--- src/rtl/black_bean_pkg.sv ---
// Shared definitions for the black_bean 8-bit accumulator-style CPU:
// datapath width, opcode encodings and FSM state codes.
package black_bean_pkg;

  localparam int DATA_WIDTH = 8;

  typedef enum logic [3:0] {
    OP_NOP  = 4'h0,
    OP_LDI  = 4'h1,
    OP_LD   = 4'h2,
    OP_ST   = 4'h3,
    OP_MOV  = 4'h4,
    OP_ADD  = 4'h5,
    OP_SUB  = 4'h6,
    OP_AND  = 4'h7,
    OP_OR   = 4'h8,
    OP_XOR  = 4'h9,
    OP_NOT  = 4'hA,
    OP_SHL  = 4'hB,
    OP_JMP  = 4'hC,
    OP_JZ   = 4'hD,
    OP_JC   = 4'hE,
    OP_HALT = 4'hF
  } opcode_t;

  typedef enum logic [1:0] {
    ST_FETCH = 2'd0,
    ST_EXEC  = 2'd1,
    ST_OPER  = 2'd2,
    ST_HALT  = 2'd3
  } state_t;

  // Opcodes that update Z and C.
  function automatic logic sets_flags(input opcode_t op);
    return (op >= OP_ADD) && (op <= OP_SHL);
  endfunction

endpackage

--- src/rtl/black_bean_alu.sv ---
// bb_alu: combinational ALU for black_bean.
//   op     : opcode (selects operation)
//   a      : R[rd] operand
//   b      : R[rs] operand
//   result : operation result
//   z      : result == 0
//   c      : carry-out (ADD), borrow (SUB), old bit 7 (SHL), else 0
module bb_alu
  import black_bean_pkg::*;
#(
  parameter int DATA_WIDTH = black_bean_pkg::DATA_WIDTH
) (
  input  opcode_t               op,
  input  logic [DATA_WIDTH-1:0] a,
  input  logic [DATA_WIDTH-1:0] b,
  output logic [DATA_WIDTH-1:0] result,
  output logic                  z,
  output logic                  c
);

  logic [DATA_WIDTH:0] wide;

  always_comb begin
    result = a;
    c      = 1'b0;
    wide   = '0;
    case (op)
      OP_MOV: result = b;
      OP_ADD: begin
        wide   = {1'b0, a} + {1'b0, b};
        result = wide[DATA_WIDTH-1:0];
        c      = wide[DATA_WIDTH];
      end
      OP_SUB: begin
        // The extra MSB of the difference is set exactly when a < b.
        wide   = {1'b0, a} - {1'b0, b};
        result = wide[DATA_WIDTH-1:0];
        c      = wide[DATA_WIDTH];
      end
      OP_AND: result = a & b;
      OP_OR:  result = a | b;
      OP_XOR: result = a ^ b;
      OP_NOT: result = ~a;
      OP_SHL: begin
        result = {a[DATA_WIDTH-2:0], 1'b0};
        c      = a[DATA_WIDTH-1];
      end
      default: result = a;
    endcase
    z = (result == '0);
  end

endmodule

--- src/rtl/black_bean.sv ---
// black_bean: multi-cycle 8-bit CPU (FETCH / EXEC / OPER / HALT).
//   clk, rst_n  : clock, asynchronous active-low reset
//   mem_r_data  : memory read data (combinational from address)
//   mem_r_addr  : read address
//   mem_r_en    : read strobe
//   mem_w_data  : write data
//   mem_w_addr  : write address
//   mem_w_en    : write strobe (never together with mem_r_en)
module black_bean #(
  parameter int DATA_WIDTH = black_bean_pkg::DATA_WIDTH
) (
  input  logic                  clk,
  input  logic                  rst_n,
  input  logic [DATA_WIDTH-1:0] mem_r_data,
  output logic [DATA_WIDTH-1:0] mem_r_addr,
  output logic                  mem_r_en,
  output logic [DATA_WIDTH-1:0] mem_w_data,
  output logic [DATA_WIDTH-1:0] mem_w_addr,
  output logic                  mem_w_en
);
  import black_bean_pkg::*;

  state_t                state, state_nx;
  logic [DATA_WIDTH-1:0] pc;
  logic [DATA_WIDTH-1:0] ir;
  logic [DATA_WIDTH-1:0] regs [4];
  logic                  flag_z, flag_c;

  opcode_t               op;
  logic [1:0]            rd, rs;
  logic [DATA_WIDTH-1:0] alu_result;
  logic                  alu_z, alu_c;

  assign op = opcode_t'(ir[7:4]);
  assign rd = ir[3:2];
  assign rs = ir[1:0];

  bb_alu #(.DATA_WIDTH(DATA_WIDTH)) u_alu (
    .op     (op),
    .a      (regs[rd]),
    .b      (regs[rs]),
    .result (alu_result),
    .z      (alu_z),
    .c      (alu_c)
  );

  // State register
  always_ff @(posedge clk or negedge rst_n) begin
    if (!rst_n) state <= ST_FETCH;
    else        state <= state_nx;
  end

  // Next-state logic
  always_comb begin
    state_nx = state;
    case (state)
      ST_FETCH: state_nx = ST_EXEC;
      ST_EXEC: begin
        case (op)
          OP_LDI, OP_JMP, OP_JZ, OP_JC: state_nx = ST_OPER;
          OP_HALT:                      state_nx = ST_HALT;
          default:                      state_nx = ST_FETCH;
        endcase
      end
      ST_OPER: state_nx = ST_FETCH;
      ST_HALT: state_nx = ST_HALT;
      default: state_nx = ST_FETCH;
    endcase
  end

  // Output logic. The reset state is FETCH, whose decode would raise the
  // read strobe, so outputs are additionally forced idle while rst_n is low.
  always_comb begin
    mem_r_en   = 1'b0;
    mem_r_addr = '0;
    mem_w_en   = 1'b0;
    mem_w_addr = '0;
    mem_w_data = '0;
    if (rst_n) begin
      case (state)
        ST_FETCH: begin
          mem_r_en   = 1'b1;
          mem_r_addr = pc;
        end
        ST_EXEC: begin
          if (op == OP_LD) begin
            mem_r_en   = 1'b1;
            mem_r_addr = regs[rs];
          end else if (op == OP_ST) begin
            mem_w_en   = 1'b1;
            mem_w_addr = regs[rd];
            mem_w_data = regs[rs];
          end
        end
        ST_OPER: begin
          mem_r_en   = 1'b1;
          mem_r_addr = pc;
        end
        default: ;
      endcase
    end
  end

  // Architectural state
  always_ff @(posedge clk or negedge rst_n) begin
    if (!rst_n) begin
      pc     <= '0;
      ir     <= '0;
      flag_z <= 1'b0;
      flag_c <= 1'b0;
      for (int unsigned i = 0; i < 4; i++) regs[i] <= '0;
    end else begin
      case (state)
        ST_FETCH: begin
          ir <= mem_r_data;
          pc <= pc + 1'b1;
        end
        ST_EXEC: begin
          case (op)
            OP_LD: regs[rd] <= mem_r_data;
            OP_MOV, OP_ADD, OP_SUB, OP_AND, OP_OR,
            OP_XOR, OP_NOT, OP_SHL: regs[rd] <= alu_result;
            default: ;
          endcase
          if (sets_flags(op)) begin
            flag_z <= alu_z;
            flag_c <= alu_c;
          end
        end
        ST_OPER: begin
          case (op)
            OP_LDI: begin
              regs[rd] <= mem_r_data;
              pc       <= pc + 1'b1;
            end
            OP_JMP: pc <= mem_r_data;
            OP_JZ:  pc <= flag_z ? mem_r_data : pc + 1'b1;
            OP_JC:  pc <= flag_c ? mem_r_data : pc + 1'b1;
            default: pc <= pc + 1'b1;
          endcase
        end
        default: ;
      endcase
    end
  end

endmodule

--- config.mk ---
export PLATFORM = sky130hd
export DESIGN_NAME = black_bean
export DESIGN_NICKNAME = d
export VERILOG_FILES = /design/src/rtl/black_bean_pkg.sv /design/src/rtl/black_bean_alu.sv /design/src/rtl/black_bean.sv
export SDC_FILE = /design/constraint.sdc
export NUM_CORES = 1
export LEC_CHECK = 0
export ABC_AREA = 0
export ABC_CLOCK_PERIOD_IN_PS = 3800
export BUFFER_PORTS_ARGS = -buffer_cell sky130_fd_sc_hd__buf_2
export CORE_UTILIZATION = 61
export DETAILED_ROUTE_END_ITERATION = 10
export HOLD_SLACK_MARGIN = 0.05
export PLACE_DENSITY = 0.82
export SYNTH_ARGS = -nofsm -noshare
export SYNTH_HDL_FRONTEND = slang
export SYNTH_SLANG_ARGS = --single-unit
--- constraint.sdc ---
create_clock -name clk -period 3.8 [get_ports clk]
set_input_delay 0 -clock clk [delete_from_list [all_inputs] [get_ports clk]]
set_output_delay 0 -clock clk [all_outputs]
set_load 0.05 [all_outputs]
==> results.toml <==
[sta]
post-route-period-util_pct = 93.7
setup_viol_count_final = 0
period_needed_ns = 3.56
tns_ns = 0
rsz0062_at_grt = "false"
fin_skew_ns = 0.0103
slew_headroom_pct = 13.1
clock.fmax_mhz = 281
hold_viol = 0
slew_viol_final = 0
worstMarginPinSlew_ns = 1.29

[logic_synthesis]
syn_inst = 492
async_flop_share_pct = 100
seq_area_frac_synth_pct = 28.8
postSynthAreaPerCell_um2 = 9.17
syn-cell-area_mm2 = 0.00451
ys_top_cells_by_area = "dfrtp_1, mux2_2, ha_1, mux4_2, a21oi_1"
synth_seq_cells = 52
synthDistinctLibCells = 67
yosys_warnings = 0
syn_nets = 530
yosysTopAreaCell = "dfrtp_1"
synth-edff-count = 0
yosys_most_used_dff = "dfrtp_1"
synth_top_area_share_pct = 28.8

[die]
core_mm2 = 0.00698
die-area_mm2 = 0.00775
std_cell_rows = 30
io_pins = 36
fp.dieW_um = 88.0
start_util_pct = 64.6
die_y_um = 88.0

[worst_setup_path]
required_ns = 4.00
slowest_delay_ns = 0.60
path_cells = "buf_4 -> mux4_2 -> inv_1 -> ha_1 -> or2_2 -> o211ai_1 -> a21oi_1 -> a221oi_1 -> o221ai_2 -> mux2_4 -> mux2_2"
path_max_fanout = 10
cp-end-kind = "flop"
slowest_stage = "mux4_2"
cp_top_family = "multiplexers"
critPathKind = "reg -> reg"
reg2reg_depth = 11
path_buf_inv = 2
r2r_slack_ns = 0.24
worstSetupStartpointType = "flop"
path_depth = 11
arrival_ns = 3.77

[clocking]
cts_tree = "yes"
cts_setup_buffers = 0
cts-htree-levels = 2
clkTransAtPathRegs_ns = 0.10
clock_latency_ns = 0.31
clock_path_buffers = 2
cts_sinks = 52
numCtsBuffers = 5
cts-root-buf = "clkbuf_8"

[grt]
grt_overflow = 0
antenna_found_initial = 0
grt_pass1_wl_mm = 20.7
grt_pass1_vias = 3915
grt_usage_pct = 35.9
grt_max_degree = 54

[routing]
wire_per_inst_um = 21.1
vias = 4248
drtAntennaViolNets = 0
route.detailed.drc = 0
drtIter0Drc = 417
firstDrtPassIters = 5
wirelength_mm = 13.2
vias_per_cell = 6.79

[outcome]
status = "finished clean"

[layout]
fillers = 546
drive_gt1_share_pct = 23.2
n_antenna_cell = 0
area_growth_pct = 10.9
finalNetCount = 567

[placement]
dpl.hpwl_mm = 9.67
port_buffers = 35
gp_congestion = 1.01

[run]
maxCapViolCount = 0

[hold_path]
hp-class = "in -> async"
metrics by stage:
| stage | cells | area [um2] | hold slack [ns] | util [%] | setup WS (ns) |
|---|---|---|---|---|---|
| 2_1_floorplan | 492 | 4510 | -0.296 | - | 0.443 |
| 3_3_place_gp | 609 | 4790 | 0.191 | 68.7 | 0.332 |
| 3_5_place_dp | 609 | 4790 | 0.209 | 68.7 | 0.245 |
| 4_1_cts | 626 | 4990 | 0.433 | 71.5 | 0.219 |
| 5_1_grt | 626 | 5000 | 0.455 | 71.7 | 0.0188 |
| 6_report | 626 | 5000 | 0.411 | 71.7 | 0.239 |
sequential cells by signal (all words and copies together), names as in the netlist:
name,count
regs,32
pc,8
flag_z,1
flag_c,1
ir,8
state,2
synthesized netlist by cell type, types with 6 or more instances:
master	instances
dfrtp_1	52
mux2_2	40
nor2_1	39
a21oi_1	37
nand2_1	32
inv_1	27
ha_1	26
o21ai_0	22
and2_1	21
nor2b_1	16
clkbuf_1	15
mux4_2	13
a31oi_1	9
buf_2	9
a211oi_1	8
nand3_1	8
nand2b_1	7
nor3_1	7
o22a_1	7
o21bai_1	6
metal layers:
layer	share of wire, %	vias up	track usage, %	wire length (um)
met5	0	-	0	0
met4	3.3	0	16.1	436
met3	9.2	53	4.52	1220
met2	48	297	59.1	6310
met1	40	2022	47.9	5270
li1	-	1876	-	-
logic make-up (layout without fill, tap and decap cells):
kind of cell | count (synthesis) | count (layout) | synth area share, %
mux | 62 | 62 | 19.4
xor+xnor | 5 | 5 | 0.971
simple gates | 153 | 153 | 17.5
compound gates | 134 | 134 | 19.8
flops | 52 | 52 | 28.8
fa+ha+maj | 28 | 28 | 8.10
buf+inv | 58 | 96 | 5.38
final timing paths:
check / start / endpoint
min in group clk: mem_r_data[1] / ir[1]
max in group asynchronous: rst_n / pc[7]
hold reg to reg: flag_c / flag_c
setup reg to reg: ir[2] / regs[14]
setup / recovery: ir[2] / regs[14]
hold / removal: rst_n / regs[12]
worst register-to-register path, cell delays in order (launching register included):
cell and delay, ns:
dfrtp_1 0.45, buf_4 0.24, mux4_2 0.61, inv_1 0.12, ha_1 0.32, or2_2 0.34, o211ai_1 0.14, a21oi_1 0.15
a221oi_1 0.33, o221ai_2 0.19, mux2_4 0.31, mux2_2 0.27
repair_timing:
| action | CTS | global route |
|---|---|---|
| hold endpoints to repair | 61 | 0 |
| hold buffers | 9 | 0 |
| endpoints found under the setup margin | 0 | 9 |
| resized for setup | 0 | 3 |
layout by cell type (no fill, tap or decap), types with 3 or more instances in the layout:
| master | synthesis | final |
|---|---|---|
| o21bai_1 | 6 | 6 |
| nor2b_1 | 16 | 16 |
| a22o_1 | 3 | 3 |
| o2bb2ai_1 | 3 | 3 |
| clkbuf_8 | 0 | 5 |
| a221oi_1 | 5 | 4 |
| nor2_1 | 39 | 39 |
| buf_4 | 1 | 15 |
| nor3_1 | 7 | 7 |
| dlygate4sd3_1 | 0 | 9 |
| o211ai_1 | 3 | 3 |
| a31oi_1 | 9 | 9 |
| buf_2 | 9 | 35 |
| a211oi_1 | 8 | 8 |
| a32oi_1 | 3 | 3 |
| mux2_2 | 40 | 40 |
| o31ai_1 | 3 | 3 |
| ha_1 | 26 | 26 |
| nand3b_1 | 3 | 3 |
| nand2_1 | 32 | 32 |
| nand2b_1 | 7 | 7 |
| o21ai_1 | 4 | 4 |
| a21oi_1 | 37 | 36 |
| xnor2_1 | 3 | 3 |
| nand4_1 | 4 | 4 |
| o22a_1 | 7 | 7 |
| dfrtp_1 | 52 | 52 |
| mux4_2 | 13 | 13 |
| and2_1 | 21 | 21 |
| o21ai_0 | 22 | 22 |
| nand3_1 | 8 | 8 |
| a2bb2oi_1 | 3 | 3 |
| mux2i_1 | 5 | 5 |
| inv_1 | 27 | 27 |
area by class of cell:
type | count | area (um2) | share of cell area, %
flip-flops and latches | 52 | 1300 | 26.0
clock buffers | 6 | 72.6 | 1.45
clock inverters | 2 | 35.0 | 0.700
inverters | 29 | 110 | 2.20
well taps | 96 | 120 | 2.40
repair buffers | 59 | 378 | 7.55
multi-input cells | 382 | 2990 | 59.7
Power is not shown: default switching activity piles up to over one toggle a cycle in this logic, so the estimate is an artifact.
